`src/rtl/fetch_pkg.sv`:
```
// Shared constants and types for the instruction fetch unit.
// Optional feature macro used by this slice: FETCH_PERF_CNT_EN.
package fetch_pkg;
  localparam int OPC_MSB   = 31;
  localparam int OPC_LSB   = 26;
  localparam int FUNCT_MSB = 5;
  localparam int FUNCT_LSB = 0;

  localparam int          FIFO_DEPTH = 2;
  localparam logic [31:0] NOP        = 32'h0000_0000;

  typedef enum logic [1:0] {BOOT, RUN, FLUSH} fetch_state_e;
endpackage

```
`src/rtl/instr_fetch_unit_if.sv`:
```
// Bundles the imem, redirect and decode-side signals of the fetch unit.
// Perf counter outputs exist only when FETCH_PERF_CNT_EN is defined.
interface instr_fetch_unit_if #(
  parameter int XLEN    = 32,
  parameter int IMEM_AW = 10
) ();
  logic               imem_req_o;
  logic [IMEM_AW-1:0] imem_addr_o;
  logic [31:0]        imem_rdata_i;
  logic               redirect_i;
  logic [XLEN-1:0]    redirect_pc_i;
  logic               instr_valid_o;
  logic               instr_ready_i;
  logic [31:0]        instr_o;
  logic [XLEN-1:0]    instr_pc_o;
  logic [5:0]         opcode_o;
  logic [5:0]         funct_o;
`ifdef FETCH_PERF_CNT_EN
  logic [31:0]        perf_fetched_o;
  logic [31:0]        perf_stall_o;
`endif

  modport master (
    output imem_req_o, imem_addr_o,
    input  imem_rdata_i,
    input  redirect_i, redirect_pc_i,
    output instr_valid_o,
    input  instr_ready_i,
    output instr_o, instr_pc_o, opcode_o, funct_o
`ifdef FETCH_PERF_CNT_EN
    , output perf_fetched_o, perf_stall_o
`endif
  );

  modport slave (
    input  imem_req_o, imem_addr_o,
    output imem_rdata_i,
    output redirect_i, redirect_pc_i,
    input  instr_valid_o,
    output instr_ready_i,
    input  instr_o, instr_pc_o, opcode_o, funct_o
`ifdef FETCH_PERF_CNT_EN
    , input perf_fetched_o, perf_stall_o
`endif
  );
endinterface

```
`src/rtl/fetch_skid_fifo.sv`:
```
// Two-entry FIFO of packed {word,pc} entries with synchronous clear.
// Clear beats any same-cycle push or pop.
module fetch_skid_fifo
  import fetch_pkg::*;
#(
  parameter int W = 64
) (
  input  logic         clk,
  input  logic         rst,
  input  logic         push,
  input  logic         pop,
  input  logic         clear,
  input  logic [W-1:0] din,
  output logic [W-1:0] dout,
  output logic [1:0]   count
);
  logic [W-1:0] mem_q [FIFO_DEPTH];
  logic [W-1:0] mem_d [FIFO_DEPTH];
  logic         rd_q, rd_d, wr_q, wr_d;
  logic [1:0]   cnt_q, cnt_d;

  always_comb begin
    mem_d = mem_q;
    rd_d  = rd_q;
    wr_d  = wr_q;
    cnt_d = cnt_q;
    if (clear) begin
      rd_d  = 1'b0;
      wr_d  = 1'b0;
      cnt_d = 2'd0;
    end else begin
      if (push) begin
        mem_d[wr_q] = din;
        wr_d        = ~wr_q;
      end
      if (pop) rd_d = ~rd_q;
      cnt_d = cnt_q + {1'b0, push} - {1'b0, pop};
    end
  end

  always_ff @(posedge clk) begin
    if (rst) begin
      for (int i = 0; i < FIFO_DEPTH; i++) mem_q[i] <= '0;
      rd_q  <= 1'b0;
      wr_q  <= 1'b0;
      cnt_q <= 2'd0;
    end else begin
      mem_q <= mem_d;
      rd_q  <= rd_d;
      wr_q  <= wr_d;
      cnt_q <= cnt_d;
    end
  end

  assign dout  = mem_q[rd_q];
  assign count = cnt_q;
endmodule

```
`src/rtl/instr_fetch_unit.sv`:
```
// PC sequencer + imem request logic feeding decode through a 2-entry FIFO.
// FETCH_PERF_CNT_EN adds saturating transfer/stall counters.
module instr_fetch_unit
  import fetch_pkg::*;
#(
  parameter int              XLEN     = 32,
  parameter logic [XLEN-1:0] RESET_PC = 32'h0000_0000,
  parameter int              IMEM_AW  = 10
) (
  input logic              clk,
  input logic              rst,
  instr_fetch_unit_if.master io
);
  localparam int EW = 32 + XLEN;

  fetch_state_e    state_q, state_d;
  logic [XLEN-1:0] pc_q, pc_d;
  logic [XLEN-1:0] issue_pc_q, issue_pc_d;
  logic            inflight_q, inflight_d;
  logic [31:0]     hold_word_q, hold_word_d;
  logic [XLEN-1:0] hold_pc_q, hold_pc_d;

  logic            issue, push, pop, valid;
  logic [1:0]      fifo_cnt;
  logic [2:0]      occ;
  logic [EW-1:0]   head;

  fetch_skid_fifo #(.W(EW)) u_fifo (
    .clk   (clk),
    .rst   (rst),
    .push  (push),
    .pop   (pop),
    .clear (io.redirect_i),
    .din   ({io.imem_rdata_i, issue_pc_q}),
    .dout  (head),
    .count (fifo_cnt)
  );

  assign valid = (fifo_cnt != 2'd0);
  assign pop   = valid & io.instr_ready_i;
  // A response landing in the redirect cycle is stale and never enters the FIFO.
  assign push  = inflight_q & ~io.redirect_i;
  // Counting the departing head as free lets a fetch issue every cycle under ready=1.
  assign occ   = {1'b0, fifo_cnt} - {2'b0, pop} + {2'b0, inflight_q};
  assign issue = (state_q == RUN) & ~io.redirect_i & (occ < 3'(FIFO_DEPTH));

  always_comb begin
    state_d     = state_q;
    pc_d        = pc_q;
    issue_pc_d  = issue_pc_q;
    inflight_d  = issue;
    hold_word_d = hold_word_q;
    hold_pc_d   = hold_pc_q;
    unique case (state_q)
      BOOT:    state_d = RUN;
      FLUSH:   state_d = RUN;
      default: state_d = RUN;
    endcase
    if (issue) begin
      pc_d       = pc_q + XLEN'(4);
      issue_pc_d = pc_q;
    end
    if (io.redirect_i) begin
      state_d = FLUSH;
      pc_d    = io.redirect_pc_i & ~XLEN'(3);
    end
    if (valid) begin
      hold_word_d = head[EW-1:XLEN];
      hold_pc_d   = head[XLEN-1:0];
    end
  end

  always_ff @(posedge clk) begin
    if (rst) begin
      state_q     <= BOOT;
      pc_q        <= RESET_PC;
      issue_pc_q  <= '0;
      inflight_q  <= 1'b0;
      hold_word_q <= NOP;
      hold_pc_q   <= '0;
    end else begin
      state_q     <= state_d;
      pc_q        <= pc_d;
      issue_pc_q  <= issue_pc_d;
      inflight_q  <= inflight_d;
      hold_word_q <= hold_word_d;
      hold_pc_q   <= hold_pc_d;
    end
  end

  assign io.imem_req_o    = issue;
  assign io.imem_addr_o   = pc_q[IMEM_AW+1:2];
  assign io.instr_valid_o = valid;
  assign io.instr_o       = valid ? head[EW-1:XLEN] : hold_word_q;
  assign io.instr_pc_o    = valid ? head[XLEN-1:0]  : hold_pc_q;
  assign io.opcode_o      = io.instr_o[OPC_MSB:OPC_LSB];
  assign io.funct_o       = io.instr_o[FUNCT_MSB:FUNCT_LSB];

`ifdef FETCH_PERF_CNT_EN
  logic [31:0] perf_fetched_q, perf_fetched_d;
  logic [31:0] perf_stall_q, perf_stall_d;

  always_comb begin
    perf_fetched_d = perf_fetched_q;
    perf_stall_d   = perf_stall_q;
    if (pop && perf_fetched_q != '1) perf_fetched_d = perf_fetched_q + 32'd1;
    if (valid && !io.instr_ready_i && perf_stall_q != '1)
      perf_stall_d = perf_stall_q + 32'd1;
  end

  always_ff @(posedge clk) begin
    if (rst) begin
      perf_fetched_q <= '0;
      perf_stall_q   <= '0;
    end else begin
      perf_fetched_q <= perf_fetched_d;
      perf_stall_q   <= perf_stall_d;
    end
  end

  assign io.perf_fetched_o = perf_fetched_q;
  assign io.perf_stall_o   = perf_stall_q;
`endif
endmodule
```
`src/flat_wrapper.sv`:
```
// flat-port wrapper written by rule: the top's interface ports become plain ports
module instr_fetch_unit_flat import fetch_pkg::*;
#(
  parameter int              XLEN     = 32,
  parameter logic [XLEN-1:0] RESET_PC = 32'h0000_0000,
  parameter int              IMEM_AW  = 10
)
  (clk, rst, io_imem_req_o, io_imem_addr_o, io_imem_rdata_i, io_redirect_i, io_redirect_pc_i, io_instr_valid_o, io_instr_ready_i, io_instr_o, io_instr_pc_o, io_opcode_o, io_funct_o);
  instr_fetch_unit_if #(.XLEN(XLEN), .IMEM_AW(IMEM_AW)) io_i ();
  input logic clk;
  input logic rst;
  output wire logic [$bits(io_i.imem_req_o)-1:0] io_imem_req_o;
  output wire logic [$bits(io_i.imem_addr_o)-1:0] io_imem_addr_o;
  input wire logic [$bits(io_i.imem_rdata_i)-1:0] io_imem_rdata_i;
  input wire logic [$bits(io_i.redirect_i)-1:0] io_redirect_i;
  input wire logic [$bits(io_i.redirect_pc_i)-1:0] io_redirect_pc_i;
  output wire logic [$bits(io_i.instr_valid_o)-1:0] io_instr_valid_o;
  input wire logic [$bits(io_i.instr_ready_i)-1:0] io_instr_ready_i;
  output wire logic [$bits(io_i.instr_o)-1:0] io_instr_o;
  output wire logic [$bits(io_i.instr_pc_o)-1:0] io_instr_pc_o;
  output wire logic [$bits(io_i.opcode_o)-1:0] io_opcode_o;
  output wire logic [$bits(io_i.funct_o)-1:0] io_funct_o;
  assign io_imem_req_o = io_i.imem_req_o;
  assign io_imem_addr_o = io_i.imem_addr_o;
  assign io_i.imem_rdata_i = io_imem_rdata_i;
  assign io_i.redirect_i = io_redirect_i;
  assign io_i.redirect_pc_i = io_redirect_pc_i;
  assign io_instr_valid_o = io_i.instr_valid_o;
  assign io_i.instr_ready_i = io_instr_ready_i;
  assign io_instr_o = io_i.instr_o;
  assign io_instr_pc_o = io_i.instr_pc_o;
  assign io_opcode_o = io_i.opcode_o;
  assign io_funct_o = io_i.funct_o;
  instr_fetch_unit #(.XLEN(XLEN), .RESET_PC(RESET_PC), .IMEM_AW(IMEM_AW)) u_core (.clk(clk), .rst(rst), .io(io_i));
endmodule
```
`config.mk`:
```
export PLATFORM = sky130hd
export DESIGN_NAME = instr_fetch_unit_flat
export DESIGN_NICKNAME = d
export VERILOG_FILES = /design/src/rtl/fetch_pkg.sv /design/src/rtl/instr_fetch_unit_if.sv /design/src/rtl/fetch_skid_fifo.sv /design/src/rtl/instr_fetch_unit.sv /design/src/flat_wrapper.sv
export SDC_FILE = /design/constraint.sdc
export NUM_CORES = 1
export LEC_CHECK = 0
export ABC_CLOCK_PERIOD_IN_PS = 4830
export CORE_MARGIN = 2
export CORE_UTILIZATION = 55
export DETAILED_ROUTE_END_ITERATION = 12
export PLACE_DENSITY = 0.89
export SLEW_MARGIN = 10
export SYNTH_ARGS = -nofsm -noshare
export SYNTH_HDL_FRONTEND = slang
export SYNTH_HIERARCHICAL = 1
export SYNTH_SLANG_ARGS = --single-unit
```
`constraint.sdc`:
```
create_clock -name clk -period 4.83 [get_ports clk]
set_input_delay 1.2075 -clock clk [delete_from_list [all_inputs] [get_ports clk]]
set_output_delay 1.2075 -clock clk [all_outputs]
set_load 0.05 [all_outputs]
```
==> results of run 1 <==
==> metrics by stage <==
stage / power, W / instances
after floorplan: 0.00238 / 1189
after global placement: 0.00246 / 1523
after detailed placement: 0.00247 / 1523
after CTS: 0.00468 / 1573
after global routing: 0.00478 / 1573
final: 0.00464 / 1573
==> layout by cell type, fill, tap and decap left out, types with 4 or more instances in the layout <==
cell / n
a21oi_1: 58
a22oi_1: 6
a31oi_1: 12
and3_1: 4
buf_4: 10
bufinv_16: 4
clkbuf_16: 28
clkbuf_8: 5
clkdlybuf4s50_1: 150
clkinv_2: 7
dfxtp_1: 258
ha_1: 4
inv_1: 10
mux2_2: 129
mux2i_1: 129
nand2_1: 83
nand2b_1: 195
nand3_1: 13
nand4_1: 5
nor2_1: 11
nor2b_1: 71
nor3_1: 12
nor4_1: 8
o211ai_1: 5
o21ai_0: 13
o22ai_1: 5
or3_1: 4
xnor2_1: 7
==> worst max-delay path, cell delays in order <==
cell	delay (ns)
clkdlybuf4s50_1	0.46
nor2b_1	0.26
ha_1	0.27
nand2b_1	0.15
fa_1	0.47
and4bb_2	0.26
nand2_2	0.07
inv_2	0.10
buf_12	0.14
==> worst min-delay path by stage <==
| stage | start | to | slack [ns] |
|---|---|---|---|
| floorplan | u_core/issue_pc_q[10] | u_core/issue_pc_q[10] | 0.44 |
| global placement | u_core/issue_pc_q[11] | u_core/issue_pc_q[11] | 0.44 |
| detailed placement | u_core/issue_pc_q[29] | u_core/issue_pc_q[29] | 0.45 |
| CTS | u_core/issue_pc_q[29] | u_core/issue_pc_q[29] | 0.46 |
| global route | u_core/issue_pc_q[29] | u_core/issue_pc_q[29] | 0.47 |
| finish | u_core/issue_pc_q[29] | u_core/issue_pc_q[29] | 0.45 |
==> metal layers <==
| layer | share of wire | up-vias | global-route usage |
|---|---|---|---|
| met5 | 0.00052 | - | 0 |
| met2 | 0.47 | 248 | 0.359 |
| met1 | 0.45 | 3998 | 0.286 |
| met4 | 0.020 | 2 | 0.0533 |
| li1 | - | 4203 | - |
| met3 | 0.058 | 34 | 0.0355 |
==> final cells by class <==
class,count,area [um^2],area share
Inverter,11,41.3,0.00290
Sequential cell,259,5190,0.364
Timing Repair Buffer,165,1650,0.116
Clock buffer,34,773,0.0543
Multi-Input combinational cell,813,6050,0.425
Tap cell,275,344,0.0242
Clock inverter,16,199,0.0140
==> registers in the layout, summed over array words and instances (netlist names) <==
register / count
u_core/hold_pc_q: 32
u_core/u_fifo/mem_q: 128
u_core/state_q: 2
u_core/issue_pc_q: 30
u_core/u_fifo/count: 2
u_core/u_fifo/wr_q: 1
u_core/hold_word_q: 32
u_core/u_fifo/rd_q: 1
u_core/pc_q: 30
u_core/inflight_q: 1
==> synthesized netlist by cell type (10+ instances only) <==
library cell  count
a21oi_1          58
a31oi_1          12
buf_2            20
buf_4            25
buf_6            11
clkbuf_1         41
dfxtp_1         259
inv_1            10
mux2_2          129
mux2i_1         129
nand2_1          84
nand2b_1        195
nand3_1          13
nor2_1           12
nor2b_1          71
nor3_1           12
o21ai_0          13
==> cells by family after synthesis <==
kind of cell | after synthesis | synth area share
other | 1 | 0.000316
AO/OA/AOI/OAI | 113 | 0.0560
adder cells (fa/ha/maj) | 5 | 0.00591
flip-flops | 259 | 0.437
XOR/XNOR | 8 | 0.00707
multiplexers | 258 | 0.231
AND/OR/NAND/NOR | 427 | 0.208
buffers and inverters | 117 | 0.0541
==> power by group through the flow <==
stage | clock, W | sequential (W) | combinational [W]
after floorplan | 0 | 0.00222 | 0.000155
after global placement | 0 | 0.00223 | 0.000233
after detailed placement | 0 | 0.00223 | 0.000236
after CTS | 0.00225 | 0.00218 | 0.000239
after global routing | 0.00234 | 0.00219 | 0.000256
final | 0.00221 | 0.00219 | 0.000239
==> summary.txt, run 1 <==
outcome: finished, final reports clean
core area: 21100 um^2
# port buffers: 153
Clock Skew: 0.0225 ns
Worst Reg2Reg Path Length in Cells: 12
fill count: 1498
Placed Instance Area: 13300 um^2
post-route ant nets: 0
Final setup viols: 0
CTS tree: done
post-synth top area cell: dfxtp_1
Synth cell types: 54
switching share of power: 0.218
Cells after Synth: 1188
Util after Layout: 0.676
Reg power frac: 0.471
Setup crit end kind: output pin
clk root buf: clkbuf_16
Startpoint Class: input pin
worst skew pair latency: 0.54 ns
share of cells above drive strength 1: 0.160
Worst-path clk slew: 0.06 ns
WL per Instance: 15.8 um
fin crit share: 0.953
FFs w/ async S/R, synth: 0
Internal Power: 0.00363 W
hold_ws: 0.452 ns
Max-Cap Viols: 0
clk sinks: 259
Pre-antenna DRT Iters: 5
Tot GR Track Use: 0.213
die height: 151 um
I/O pins: 156
flops & latches, synth: 259
routed vias/inst: 5.39
die area: 22700 um^2
reg-to-reg endpoint: u_core/pc_q[29]
dpl ws: 0.256 ns
EDFF count, synth: 0
critical path class: in2out
Reg2Reg Setup Slack: 1.49 ns
H-tree Lvls: 1
area share of the largest cell type after synthesis: 0.437
Total Wirelength: 24.9 mm
Mapped Area: 11900 um^2
Rows: 53
Comb power frac: 0.052
dpl hpwl: 15.7 mm
Nets: 1350
WP data arrival: 3.40 ns
worst hold stages: 2
Placer Congestion: 0.838
Pleak: 5.55 nW
P&R area growth vs syn: 20.2%
post-CTS resize count: 0
crit path max fanout: 3
worst-case clock buffer depth: 3
register area share after synthesis: 0.437
Starting DRT DRC Count: 473
# Post-CTS Setup Buffers: 0
total number of vias: 8485
crit path capture: io_imem_req_o
PwrDens: 326 nW/um^2
CTS Hold Bufs: 0
fin area: 14200 um^2
Inserted Diodes: 0
hold crit path type: reg2reg
number of buffers created by CTS: 27
number of global-route vias before repair: 8291
dominant synthesized flop cell: dfxtp_1
Pins Over Slew Limit: 0
Reg2Reg Launch Point: u_core/u_fifo/count[1]
Max Clk Rate: 217 MHz
Rel. slew slack: 0.338
Worst VDD drop: 0.292 mV
antenna violations before repair: 1
worst-margin pin slew: 0.992 ns
Tmin final: 4.60 ns
switching power: 0.00101 W
Mapped Avg Cell Area: 9.98 um^2
Area contributors post-synth: dfxtp_1 44%, mux2_2 12%, mux2i_1 11%, nand2b_1 10%, nor2b_1 3.7%
RSZ-0062 raised after global routing: no
final hold violations: 0
largest net degree at the start of global routing: 125
worst setup path start: io_instr_ready_i
first-pass GRT wire length: 40.2 mm
final worst slack: 0.225 ns
WP data required: 3.62 ns
Congestion Overflow GR: 0
Clk network pwr share: 0.477
initial core utilization: 0.562
Yosys Warn Count: 6
DRC: 0
chip width: 151 um
setup TNS: 0 ns
Note: power is estimated with default switching activity, not from simulation.
==> inputs of run 2 (changes only) <==
GPL_ROUTABILITY_DRIVEN = 1   (was default)
RECOVER_POWER = 100   (was default)
==> summary.txt, run 2 (synthesized netlist as in run 1, its figures left out) <==
RSZ-0062 raised after global routing: no
largest net degree at the start of global routing: 125 (unchanged)
Startpoint Class: input pin
DP Cell Count: 1523 (unchanged)
Worst VDD drop: 0.291 mV (-0.15%)
most common cell after layout, fill and taps aside: dfxtp_1
Max-Cap Viols: 1 (+1)
share of cells above drive strength 1: 0.158 (-0.00231)
Starting DRT DRC Count: 458 (-3.2%)
Buf/Inv on CP: 3 (unchanged)
routed vias/inst: 5.42 (+0.42%)
post-route ant nets: 0 (unchanged)
Tmin final: 4.62 ns (+0.0116 ns)
first-pass GRT wire length: 40.2 mm (unchanged)
Max Clk Rate: 217 MHz (-0.25%)
Congestion Overflow GR: 0 (unchanged)
Rel. slew slack: -1.17 (-1.51)
Pins Over Slew Limit: 94 (+94)
Pleak: 5.84 nW (+5.3%)
die height: 151 um (unchanged)
initial core utilization: 0.562 (unchanged)
WP data arrival: 3.41 ns (about the same)
CP Cell Sequence: clkdlybuf4s50_1 > nor2b_1 > ha_1 > nand2b_1 > fa_1 > and4bb_1 > nand2_1 > inv_2 > buf_12
Setup crit end kind: output pin
cell family with most CP delay: simple AND/OR/NAND/NOR gates
clk root buf: clkbuf_16
final hold violations: 0 (unchanged)
Pre-antenna DRT Iters: 5 (unchanged)
number of global-route vias before repair: 8291 (unchanged)
worst-margin pin slew: 3.25 ns (+2.26 ns)
max reg flops: 128 (unchanged)
chip width: 151 um (unchanged)
Total Wirelength: 24.9 mm (about the same)
Placed Instance Area: 13300 um^2 (unchanged)
H-tree Lvls: 1 (unchanged)
core area: 21100 um^2 (unchanged)
worst-case clock buffer depth: 3 (unchanged)
Worst-path clk slew: 0.06 ns (about the same)
number of buffers created by CTS: 27 (unchanged)
hold crit path type: reg2reg
DRC: 0 (unchanged)
critical path's slowest cell: fa_1
I/O pins: 156 (unchanged)
P&R area growth vs syn: 20.1% (about the same)
commonest non-fill, non-tap cells in the layout: 258 x dfxtp_1, 195 x nand2b_1, 129 x mux2_2, 129 x mux2i_1, 86 x dlygate4sd3_1
top flop regs: u_core/u_fifo/mem_q x128, u_core/hold_pc_q x32, u_core/hold_word_q x32
# Post-CTS Setup Buffers: 0 (unchanged)
setup TNS: 0 ns (unchanged)
Util after Layout: 0.675 (about the same)
Rows: 53 (unchanged)
crit path max fanout: 3 (unchanged)
Placer Congestion: 0.838 (unchanged)
Slowest Stage Delay on Critical Path: 0.47 ns (about the same)
Final setup viols: 0 (unchanged)
total number of vias: 8526 (+0.48%)
worst skew pair latency: 0.54 ns (about the same)
die area: 22700 um^2 (unchanged)
Clock Skew: 0.0232 ns (+0.000723 ns)
post-CTS resize count: 0 (unchanged)
failing checks: capacitance limit, slew limit
Nets: 1350 (unchanged)
clk sinks: 259 (unchanged)
WP data required: 3.62 ns (about the same)
Tot GR Track Use: 0.213 (unchanged)
fin crit share: 0.956 (+0.00240)
PwrDens: 326 nW/um^2 (+0.12%)
non-filler cells, final: 1574 (+0.064%)
outcome: finished, violations left
largest reg by FF count: u_core/u_fifo/mem_q
WL per Instance: 15.8 um (about the same)
critical path class: in2out
fill count: 1500 (+0.13%)
antenna violations before repair: 1 (unchanged)
fin area: 14200 um^2 (about the same)
CTS tree: done
CTS Hold Bufs: 0 (unchanged)
dpl hpwl: 15.7 mm (unchanged)
# port buffers: 153 (unchanged)
## run 2: changes by cell type in the layout (fill, tap and decap cells not counted), sizes merged
cell / delta
clkdlybuf4s50: -86
dlygate4sd3: +86
buf: -3
clkbuf: +3
diode: +1
## run 2: layout make-up
cell class                 count  area [um^2]  area share
antenna                        1         2.50    0.000176
clock buffer                  34          773      0.0543
clock inverter                16          199      0.0140
inverter                      11         41.3     0.00290
multi-input combinational    813         6050       0.425
sequential                   259         5190       0.365
tap                          275          344      0.0242
timing repair buffer         165         1640       0.115
## run 2: worst paths after layout
| check | start | end | slack [ns] | depth (start not counted) |
|---|---|---|---|---|
| max reg2reg | u_core/u_fifo/count[1] | u_core/pc_q[20] | 1.04 | 11 |
| min reg2reg | u_core/issue_pc_q[29] | u_core/issue_pc_q[29] | 0.45 | 2 |
| max | io_instr_ready_i | io_imem_req_o | 0.21 | 9 |
| min | u_core/issue_pc_q[29] | u_core/issue_pc_q[29] | 0.45 | 2 |
## run 2: through the flow
step | hold WS, ns | setup WS, ns | power (W)
2_1_floorplan | 0.437 | 0.181 | 0.00238
3_5_place_dp | 0.449 | 0.256 | 0.00247
6_report | 0.452 | 0.214 | 0.00464
5_1_grt | 0.473 | 0.0836 | 0.00478
4_1_cts | 0.457 | 0.225 | 0.00468
3_3_place_gp | 0.443 | 0.230 | 0.00246
## run 2: where the power goes
part	leakage (nW)	total, W	internal [W]	switching, W
registers	2.09	0.00219	0.00216	0.0000288
logic	3.27	0.000239	0.000118	0.000121
clock network	0.481	0.00222	0.00135	0.000864
## run 2: worst min-delay path, delay by kind of cell (launching register included)
family,cells,cell delay (ns)
AND/OR/NAND/NOR,1,0.05
flip-flops,1,0.31
AO/OA/AOI/OAI,1,0.05
## run 2: routing by layer
metal | share of wire | GRT usage | up-vias
li1 | - | - | 4206
met4 | 0.020 | 0.0533 | 0
met2 | 0.47 | 0.359 | 245
met1 | 0.45 | 0.286 | 4041
met5 | 0 | 0 | -
met3 | 0.055 | 0.0355 | 34
